<file path="src/rtl/pipe_stage_reg.sv">
// Inter-stage pipeline register carrying PC, instruction, payload, exception code and BD flag.
// Latency: one cycle from accept to out_valid when empty; one beat per cycle while out_ready=1.
// Backpressure: SKID=1 gives a registered in_ready from a 2-entry skid; SKID=0 gives a combinational in_ready.
module pipe_stage_reg #(
    parameter int unsigned DW         = 32,
    parameter bit          SKID       = 1'b1,
    parameter logic [31:0] RESET_PC   = 32'h0000_3000,
    parameter logic [31:0] HANDLER_PC = 32'h0000_4180
) (
    input  logic          clk,
    input  logic          reset,
    input  logic          req,
    input  logic          flush,
    input  logic          in_valid,
    output logic          in_ready,
    input  logic [31:0]   in_pc,
    input  logic [31:0]   in_instr,
    input  logic [DW-1:0] in_data,
    input  logic [4:0]    in_excode,
    input  logic          in_bd,
    output logic          out_valid,
    input  logic          out_ready,
    output logic [31:0]   out_pc,
    output logic [31:0]   out_instr,
    output logic [DW-1:0] out_data,
    output logic [4:0]    out_excode,
    output logic          out_bd,
    output logic [1:0]    occupancy
);

    // One pipeline beat; the same layout is used for the head and the skid slot.
    typedef struct packed {
        logic [31:0]   pc;
        logic [31:0]   instr;
        logic [DW-1:0] data;
        logic [4:0]    excode;
        logic          bd;
    } entry_t;

    localparam entry_t ENTRY_ZERO = '0;

    // Head entry drives every out_* port; the skid slot only exists to absorb
    // the one beat that arrives while the head is stalled.
    entry_t main_q, main_d;
    entry_t skid_q, skid_d;
    logic   main_vld_q, main_vld_d;
    logic   skid_vld_q, skid_vld_d;

    entry_t in_ent;
    logic   accept;
    logic   drain;

    assign in_ent = {in_pc, in_instr, in_data, in_excode, in_bd};

    // With the skid buffer the producer only ever sees a flop output, so a
    // stalled consumer cannot form a combinational path back upstream.
    generate
        if (SKID) begin : g_rdy_reg
            assign in_ready = ~skid_vld_q;
        end else begin : g_rdy_comb
            assign in_ready = ~main_vld_q | out_ready;
        end
    endgenerate

    assign accept = in_valid & in_ready;
    assign drain  = main_vld_q & out_ready;

    // Next-state selection: reset beats exception flush beats kill flush beats
    // normal handshake traffic. Reset is folded in here so it stays synchronous.
    always_comb begin
        main_d     = main_q;
        skid_d     = skid_q;
        main_vld_d = main_vld_q;
        skid_vld_d = skid_vld_q;

        if (reset) begin
            main_vld_d = 1'b0;
            skid_vld_d = 1'b0;
            main_d     = ENTRY_ZERO;
            main_d.pc  = RESET_PC;
            skid_d     = ENTRY_ZERO;
        end else if (req) begin
            // Exception redirect: everything in flight is discarded, including
            // any beat offered this cycle, and the head points at the handler.
            main_vld_d = 1'b0;
            skid_vld_d = 1'b0;
            main_d     = ENTRY_ZERO;
            main_d.pc  = HANDLER_PC;
            skid_d     = ENTRY_ZERO;
        end else if (flush) begin
            // Kill: drop everything but keep the PC so later stages can still
            // see where the squashed stream was.
            main_vld_d = 1'b0;
            skid_vld_d = 1'b0;
            main_d     = ENTRY_ZERO;
            main_d.pc  = main_q.pc;
            skid_d     = ENTRY_ZERO;
        end else if (SKID) begin
            if (skid_vld_q) begin
                // Full: in_ready is low, so only a drain can happen. The skid
                // beat moves up to the head, keeping FIFO order.
                if (drain) begin
                    main_d     = skid_q;
                    skid_vld_d = 1'b0;
                end
            end else if (main_vld_q) begin
                if (drain && accept) begin
                    main_d = in_ent;
                end else if (drain) begin
                    // Head leaves with nothing behind it; fields keep their
                    // last values, only the valid bit drops.
                    main_vld_d = 1'b0;
                end else if (accept) begin
                    // Head stalled: park the new beat behind it.
                    skid_d     = in_ent;
                    skid_vld_d = 1'b1;
                end
            end else if (accept) begin
                main_d     = in_ent;
                main_vld_d = 1'b1;
            end
        end else begin
            // Single-entry mode: in_ready already accounts for a same-cycle
            // drain, so an accept always lands in the head.
            if (accept) begin
                main_d     = in_ent;
                main_vld_d = 1'b1;
            end else if (drain) begin
                main_vld_d = 1'b0;
            end
        end
    end

    // State registers; all reset and flush behaviour is decided above.
    always_ff @(posedge clk) begin
        main_q     <= main_d;
        skid_q     <= skid_d;
        main_vld_q <= main_vld_d;
        skid_vld_q <= skid_vld_d;
    end

    // A skid beat without a head beat would mean a reordering bug.
    always_ff @(posedge clk) begin
        if (!reset) begin
            assert (!(skid_vld_q && !main_vld_q));
        end
    end

    assign out_valid  = main_vld_q;
    assign out_pc     = main_q.pc;
    assign out_instr  = main_q.instr;
    assign out_data   = main_q.data;
    assign out_excode = main_q.excode;
    assign out_bd     = main_q.bd;
    assign occupancy  = {1'b0, main_vld_q} + {1'b0, skid_vld_q};

endmodule

</file>
<file path="config.mk">
export PLATFORM = sky130hd
export DESIGN_NAME = pipe_stage_reg
export DESIGN_NICKNAME = d
export VERILOG_FILES = /design/src/rtl/pipe_stage_reg.sv
export SDC_FILE = /design/constraint.sdc
export NUM_CORES = 1
export LEC_CHECK = 0
export ABC_CLOCK_PERIOD_IN_PS = 5600
export CORE_MARGIN = 2
export CORE_UTILIZATION = 40
export CTS_BUF_LIST = sky130_fd_sc_hd__clkbuf_8
export DETAILED_ROUTE_END_ITERATION = 7
export PLACE_DENSITY_LB_ADDON = 0.3
export SYNTH_ARGS = -nofsm -noshare
export SYNTH_HDL_FRONTEND = slang
export SYNTH_SLANG_ARGS = --single-unit
export TNS_END_PERCENT = 10
</file>
<file path="constraint.sdc">
create_clock -name clk -period 5.6 [get_ports clk]
set_input_delay 0.84 -clock clk [delete_from_list [all_inputs] [get_ports clk]]
set_output_delay 0.84 -clock clk [all_outputs]
set_load 0.01 [all_outputs]
</file>
==> metrics, run 1 <==
outcome=complete, no violations; Routed Antenna Nets=0; Setup-failing EPs final=0; via count=7409; Clk pwr share=42.2%; dpl cells=1374; sw frac=24.6%; drt via density=5.15; critical path required time=6.03 ns; detailed-route DRC error count=0; P_int=2.41 mW; final setup skew=0.0242 ns; PD cells=273 nW/um2; CORE AREA=21800 um2; num rows=54; Max FO, Critical Path=71; Worst path slowest cell=dfxtp_4; Largest stage delay, worst path=0.96 ns; Worst Hold Depth=2; routed wire length=23800 um; post-layout min period=3.97 ns; sw power=0.786 mW; Worst-Skew Late Latency=0.52 ns; cts hold-fix bufs=0; Post-CTS Setup Repair Bufs=0; warnings from Yosys=0; post-DR wirelength/cell=16.5 um; TritonCTS clock tree=done; FF-to-FF End=out_pc[31]; total gr overflow=0; Die X=153 um; relative slew slack=21.5%; share of layout cells above drive strength 1=14.6%; Worst-Margin Slew=1.18 ns; Die Y=153 um; Worst Setup Start Kind=register; count leader, synth=nand2_1; Final Slew Violations=0; period utilisation layout=70.9%; clock slew at reported path FFs=0.06 ns; Synth top cells by count=nand2_1, dfxtp_1, a21oi_1; Sequential Power Share=47.2%; Setup TNS=0 ns; adder-cell share of the synthesized area=0.424%; reg2reg path depth=8; Synth Area in XOR/XNOR=0%; worst flop-to-flop path startpoint=skid_vld_q; Compound-Gate Fraction of Synth Area=19.6%; area leader, netlist=dfxtp_1; IO buf count=213; CP arrival=4.39 ns; dominant synthesized flop cell=dfxtp_1; initial antenna violation count=2; Critical Path End Type=register; combinational share of power=10.7%; Yosys top cell area share=46.6%; Net count, final=1244; max cap viols=0; largest net degree at the start of global routing=101; CP cell instances=inv_1, buf_4, ha_1, or2_1, a21oi_4, buf_4, o21ba_2, mux2i_1; vias in the first global route=7154; post-CTS sizing=0; die area=23300 um2; Root Buffer=clkbuf_8; first-iteration detailed-routing DRC count=397; Yosys reg bits=206; Synth Net Count=1071; gpl congestion=0.749; Area growth, synth to finish=32.5%; Post-Synth Simple-Gate Area=16.9%; RSZ-0062 raised after global routing=false; Fill cells=1971; worst setup path class=reg -> reg; mux share of post-synthesis cell area=11.5%; hpwl dp=14300 um; Max Fclk=252 MHz; Unique masters post-synth=33; Leakage=3.71 nW; Final Hold Fails=0; asr flop ratio synth=0%; Crit path top cell by count=buf_4; Mean Syn Cell Area=9.22 um2; first-pass GRT wire length=38000 um; origin of the worst min-delay path=skid_q[84]; H-tree levels=2; First-pass DRT Iterations=4; number of buffers created by CTS=37; Mapped Area=8850 um2; main combinational cell family by area after synthesis=compound AO/OA/AOI/OAI gates; Max VDD drop=0.000134 V; DP Area=11000 um2; Syn Inst Count=960; reg2reg setup slack=1.63 ns; post-route insts no fill=1438; # IOs=214; Worst Hold End=skid_q[84]; clock tree sinks=206; Hold Crit Class=reg -> reg; Seq/Total Area, Yosys=46.6%; total track usage=19.6%; Max Root-Sink Buffers=3; number of synthesized flops with an enable pin=0; Initial Util=40.7%; Final Instance Area=11700 um2; top cells by area, synth=dfxtp_1, mux2i_1, a211oi_2
through the flow:
step | util, % | hold slack [ns] | power, mW | setup slack (ns)
detailed placement | 50.6 | 0.443 | 1.88 | 1.52
floorplan | - | 0.432 | 1.72 | 3.36
global placement | 50.6 | 0.437 | 1.88 | 1.58
global route | 53.9 | 0.467 | 3.33 | 1.31
finish | 53.9 | 0.450 | 3.20 | 1.63
CTS | 53.9 | 0.451 | 3.24 | 1.52
sequential cells by signal (all words and copies together) (netlist names):
name / cells
skid_vld_q: 1
out_data: 32
out_bd: 1
out_pc: 32
out_excode: 5
out_valid: 1
out_instr: 32
skid_q: 102
power groups by stage:
stage | clock [mW] | combinational [mW] | sequential (mW)
3_5_place_dp | 0 | 0.343 | 1.54
6_report | 1.35 | 0.341 | 1.51
3_3_place_gp | 0 | 0.340 | 1.54
5_1_grt | 1.45 | 0.367 | 1.51
4_1_cts | 1.39 | 0.344 | 1.51
2_1_floorplan | 0 | 0.172 | 1.55
how the worst max path moves through the flow:
stage	start	to	slack, ns	depth (start not counted)
after detailed placement	skid_vld_q	out_pc[17]	1.52	8
after CTS	skid_vld_q	out_pc[15]	1.52	8
after global placement	skid_vld_q	out_pc[21]	1.58	8
after floorplan	skid_vld_q	out_pc[0]	3.36	10
final	skid_vld_q	out_pc[31]	1.63	8
after global routing	skid_vld_q	out_pc[6]	1.31	8
final cells by class:
class / count / area [um2] / share of cell area (%)
diodes: 1 / 2.50 / 0.0214
clock buffers: 47 / 647 / 5.52
clock inverters: 16 / 63.8 / 0.544
inverters: 4 / 15.0 / 0.128
multi-input cells: 663 / 4310 / 36.8
flip-flops and latches: 206 / 4130 / 35.2
well taps: 280 / 350 / 2.99
repair buffers: 221 / 2200 / 18.8
logic make-up after synthesis:
group / Yosys count
buffers and inverters: 91
flip-flops: 206
multiplexers: 101
adder cells (fa/ha/maj): 3
AO/OA/AOI/OAI: 214
AND/OR/NAND/NOR: 345
layout by cell type (no fill, tap or decap), drive strengths merged:
cell type,Yosys,layout
clkdlybuf4s50,0,213
clkinv,0,3
inv,4,17
ha,3,3
a21oi,105,105
o21bai,2,2
buf,46,8
nor2b,1,1
mux2,2,2
nand2,233,233
o21ba,1,1
clkbuf,41,47
and2,3,3
nor2,1,1
o211ai,27,27
nand2b,1,1
or2,29,29
nor3b,1,1
diode,0,1
nor3,73,73
mux2i,99,99
a221oi,1,1
nand3,1,1
o21ai,1,1
and3,1,1
a211oi,77,77
dfxtp,206,206
or3,1,1
critical path: cells and delay by family (launching register included):
kind	cells	cell delay, ns
and+or+nand+nor	1	0.25
muxes	1	0.27
DFF	1	0.96
AOI/OAI and AO/OA	2	1.02
buffers and inverters	3	1.07
adders and majority gates	1	0.27
routing by layer:
| metal | global-route usage, % | wire length (um) | vias to the layer above |
|---|---|---|---|
| li1 | - | - | 3688 |
| met1 | 26.8 | 11000 | 3468 |
| met2 | 30.2 | 10700 | 211 |
| met3 | 5.52 | 1630 | 40 |
| met4 | 5.95 | 465 | 2 |
| met5 | 0 | 16 | - |
(Power assumes the default switching activity.)
==> run 2, diff against run 1 <==
- ABC_CLOCK_PERIOD_IN_PS: 5600 -> 3630
- clock period: 5.6 -> 3.63 ns (I/O delays scaled with it)
==> run 2 against run 1 <==
Register-to-register slack got worse by 0.88 ns. First-iteration DRC count decreased by 18%. Non-clock buffer count increased by 11. Power increased by 60%. Largest cell class unchanged. Highest routed layer unchanged.
==> metrics, run 2 (synthesized netlist as in run 1, its figures left out) <==
outcome=complete, no violations; Die Y=153 um (unchanged); Hold Crit Class=reg -> reg; Die X=153 um (unchanged); commonest non-fill, non-tap cell in the layout=nand2_1; Critical Path End Type=primary output; Max FO, Critical Path=39 (-45%); post-layout min period=3.23 ns; routed wire length=23800 um (+0.13%); # IOs=214 (unchanged); Fill cells=2004 (+1.7%); Max Root-Sink Buffers=3 (unchanged); max cap viols=0 (unchanged); H-tree levels=2 (unchanged); post-route insts no fill=1451 (+0.90%); number of buffers created by CTS=38 (+2.7%); gpl congestion=0.717 (-4.3%); Root Buffer=clkbuf_8; Worst-Skew Late Latency=0.51 ns (about the same); first-iteration detailed-routing DRC count=324 (-18%); post-CTS sizing=0 (unchanged); commonest cells after routing, fill and taps aside=nand2_1, clkdlybuf4s50_1, dfxtp_1; total gr overflow=0 (unchanged); drt via density=5.18 (+0.62%); RSZ-0062 raised after global routing=false; num rows=54 (unchanged); critical path required time=3.09 ns (-2.94 ns); TritonCTS clock tree=done; CP arrival=2.68 ns (-1.71 ns); detailed-route DRC error count=0 (unchanged); Post-CTS Setup Repair Bufs=0 (unchanged); Max VDD drop=0.000340 V (+150%); relative slew slack=55.1% (+34 points); Worst Setup Start Kind=register; clock slew at reported path FFs=0.06 ns (about the same); die area=23300 um2 (unchanged); IO buf count=213 (unchanged); total track usage=19.8% (+0.14 points); Leakage=3.80 nW (+2.4%); hpwl dp=14600 um (+2.1%); Worst setup startpoint=skid_vld_q; pre-CTS setup slack=0.747 ns (-0.776 ns); Net count, final=1256 (+0.96%); PD cells=431 nW/um2 (+58%); worst flop-to-flop path startpoint=skid_vld_q; share of layout cells above drive strength 1=16.0% (+1.4 points); Worst-Margin Slew=0.674 ns (-0.501 ns); largest net degree at the start of global routing=75 (-26%); post-DR wirelength/cell=16.4 um (-0.76%); worst setup path class=reg -> out; clock tree sinks=206 (unchanged); Setup TNS=0 ns (unchanged); Final Util=54.7% (+0.86 points); CORE AREA=21800 um2 (unchanged); period utilisation layout=88.9%; origin of the worst min-delay path=skid_q[82]; max reg flops=102 (unchanged); vias in the first global route=7403 (+3.5%); Area growth, synth to finish=34.6%; Final Slew Violations=0 (unchanged); via count=7522 (+1.5%); first-pass GRT wire length=38500 um (+1.5%); First-pass DRT Iterations=5 (+1); Routed Antenna Nets=0 (unchanged); Final Hold Fails=0 (unchanged); initial antenna violation count=2 (unchanged); Initial Util=40.7% (unchanged); dpl cells=1385 (+0.80%); Max Fclk=310 MHz; fin worst setup slack=0.403 ns (-1.23 ns); cts hold-fix bufs=0 (unchanged); Largest Register=skid_q; Setup-failing EPs final=0 (unchanged); final setup skew=0.0138 ns (-0.0104 ns)
-- run 2: cell types whose count changed in the layout (fill, tap and decap cells not counted), sizes merged --
cell,delta
buf,+11
bufinv,+1
inv,-5
clkinv,+2
clkbuf,+4
-- run 2: final timing paths --
path | slack (ns) | endpoint | cells past startpoint
min reg2reg | 0.45 | skid_q[82] | 2
min | 0.45 | skid_q[82] | 2
max reg2reg | 0.75 | out_pc[15] | 8
max | 0.40 | occupancy[1] | 3
-- run 2: worst max-delay path, cell delays in order (launching register included) --
cell	delay (ns)
dfxtp_4	0.67
buf_4	0.63
ha_1	0.27
clkdlybuf4s50_1	0.59
-- run 2: layout make-up --
cell class | count | area [um2] | share of cell area (%)
inverter | 4 | 15.0 | 0.126
clock buffer | 51 | 702 | 5.89
timing repair buffer | 232 | 2310 | 19.4
tap | 280 | 350 | 2.94
multi-input combinational | 663 | 4310 | 36.2
clock inverter | 14 | 88.8 | 0.746
antenna | 1 | 2.50 | 0.0210
sequential | 206 | 4130 | 34.7
-- run 2: power breakdown --
group | switching [mW] | internal, mW | total [mW]
combinational | 0.266 | 0.269 | 0.535
clock | 0.952 | 1.32 | 2.27
sequential | 0.0231 | 2.30 | 2.32
-- run 2: per-layer routing --
layer | vias to the layer above | GRT usage [%] | share of wire (%)
li1 | 3721 | - | -
met1 | 3558 | 25.6 | 46
met2 | 206 | 32.3 | 46
met3 | 35 | 6.11 | 6.8
met4 | 2 | 4.81 | 1.5
met5 | - | 0 | 0.055
-- run 2: metrics by stage --
| stage | hold WS (ns) | power, mW | instance area (um2) |
|---|---|---|---|
| 2_1_floorplan | 0.432 | 2.65 | 8850 |
| 3_3_place_gp | 0.437 | 2.90 | 11100 |
| 3_5_place_dp | 0.443 | 2.91 | 11100 |
| 4_1_cts | 0.450 | 5.19 | 11900 |
| 5_1_grt | 0.471 | 5.32 | 11900 |
| 6_report | 0.450 | 5.13 | 11900 |
==> run 3, diff against run 2 <==
- ABC_CLOCK_PERIOD_IN_PS: 3630 -> 3410
- MAX_ROUTING_LAYER: not set -> met4
- SLEW_MARGIN: not set -> 10
- clock period: 3.63 -> 3.41 ns (I/O delays scaled with it)
==> run 3 against run 2 <==
Global-route usage up 0.26 points. Die area is the same. Worst setup slack improved by 0.27 ns. Combinational power increased by 6.7%. Sequential cell count unchanged. Via count is 0.33% lower. Highest routed layer is now met4. Clock skew rose by 0.00076 ns. Cell area decreased by 0.46%.
==> metrics, run 3 (synthesized netlist as in run 1, its figures left out) <==
Largest stage delay, worst path=0.64 ns (-0.03 ns); CORE AREA=21800 um2 (unchanged); Post-CTS Setup Repair Bufs=0 (unchanged); Worst Setup Start Kind=register; commonest non-fill, non-tap cell in the layout=nand2_1; dpl cells=1387 (+0.14%); relative slew slack=53.9% (-1.2 points); fin worst setup slack=0.671 ns (+0.268 ns); Crit path top cell by count=buf_4; Final Hold Fails=0 (unchanged); CP cell instances=inv_1, ha_1, or2_1, a21oi_4, buf_4, o21ba_2, buf_4, mux2i_1; share of layout cells above drive strength 1=15.5% (-0.53 points); largest net degree at the start of global routing=72 (-4.0%); Die X=153 um (unchanged); total gr overflow=0 (unchanged); max cap viols=0 (unchanged); post-layout min period=2.74 ns; max reg flops=102 (unchanged); TritonCTS clock tree=done; Max Root-Sink Buffers=3 (unchanged); Area growth, synth to finish=34.0%; RSZ-0062 raised after global routing=false; Critical Path End Type=register; pre-CTS setup slack=0.668 ns (-0.0790 ns); Routed Antenna Nets=0 (unchanged); period utilisation layout=80.3%; IO buf count=213 (unchanged); worst path buffer plus inverter count=3 (+1); Final Util=54.5% (-0.25 points); clock slew at reported path FFs=0.06 ns (about the same); Max Fclk=365 MHz; post-CTS sizing=0 (unchanged); Hold Crit Class=reg -> reg; number of buffers created by CTS=36 (-5.3%); worst flop-to-flop path startpoint=skid_vld_q; detailed-route DRC error count=0 (unchanged); Top delay family on crit path=buffers and inverters; gpl congestion=0.729 (+1.7%); post-route insts no fill=1447 (-0.28%); Setup-failing EPs final=0 (unchanged); drt via density=5.18 (about the same); Worst path slowest cell=dfxtp_4; Initial Util=40.7% (unchanged); initial antenna violation count=2 (unchanged); first-iteration detailed-routing DRC count=270 (-17%); worst setup path class=reg -> reg; Final Slew Violations=0 (unchanged); PD cells=445 nW/um2 (+3.4%); Net count, final=1256 (unchanged); hold slack=0.450 ns (+0.0000870 ns); num rows=54 (unchanged); final setup skew=0.0145 ns (+0.000758 ns); total track usage=20.0% (+0.26 points); DP Area=11100 um2 (+0.25%); cts hold-fix bufs=0 (unchanged); via count=7497 (-0.33%); Max VDD drop=0.000237 V (-30%); Die Y=153 um (unchanged); commonest cells after routing, fill and taps aside=nand2_1, clkdlybuf4s50_1, dfxtp_1; Worst-Margin Slew=0.691 ns (+0.0175 ns); # IOs=214 (unchanged); post-DR wirelength/cell=16.3 um (-0.47%); first-pass GRT wire length=37800 um (-1.9%); reg2reg setup slack=0.67 ns (-0.08 ns); routed wire length=23600 um (-0.74%); hpwl dp=14700 um (+0.69%); Multi-input gate area=4310 um2 (unchanged); Leakage=3.77 nW (-0.77%); CP arrival=3.16 ns (+0.48 ns); die area=23300 um2 (unchanged); Setup TNS=0 ns (unchanged); vias in the first global route=7219 (-2.5%); Fill cells=1998 (-0.30%); Worst-Skew Late Latency=0.50 ns (about the same); Largest Register=skid_q; critical path required time=3.83 ns (+0.74 ns); Power Total=5.28 mW (+2.9%); H-tree levels=2 (unchanged); flip-flop and latch area=4130 um2 (unchanged); Root Buffer=clkbuf_8; Worst setup startpoint=skid_vld_q; origin of the worst min-delay path=skid_q[77]; Max FO, Critical Path=27 (-31%); clock tree sinks=206 (unchanged); Final Instance Area=11900 um2 (-0.46%); First-pass DRT Iterations=4 (-1); outcome=complete, no violations
==> run 3: metal layers <==
metal	vias up	GRT usage, %	part of all wire [%]
met3	29	5.77	7.6
met4	0	5.78	1.4
met1	3562	25.8	46
met2	201	30.7	45
met5	-	-	0
li1	3705	-	-
==> run 3: report_power, final <==
part           switching [mW]  internal [mW]
Combinational           0.282          0.289
Sequential             0.0248           2.45
Clock                   0.964           1.27
Total                    1.27           4.01
==> run 3: final cells by class <==
class	instances	area share (%)
multi-input combinational	663	36.4
sequential	206	34.8
clock inverter	12	0.612
antenna	2	0.0422
tap	280	2.96
clock buffer	46	5.34
inverter	4	0.127
timing repair buffer	234	19.7
==> run 3: path summary, 6_finish.rpt <==
path	end	cells after the start
setup / recovery	out_pc[10]	8
hold / removal	skid_q[77]	2
setup reg to reg	out_pc[10]	8
hold reg to reg	skid_q[77]	2
==> run 3: worst register-to-register path: cells and delay by family (launching register included) <==
kind / cells / cell delay, ns
AOI/OAI and AO/OA: 2 / 0.34
adders and majority gates: 1 / 0.30
buffers and inverters: 3 / 0.82
DFF: 1 / 0.64
muxes: 1 / 0.26
and+or+nand+nor: 1 / 0.29
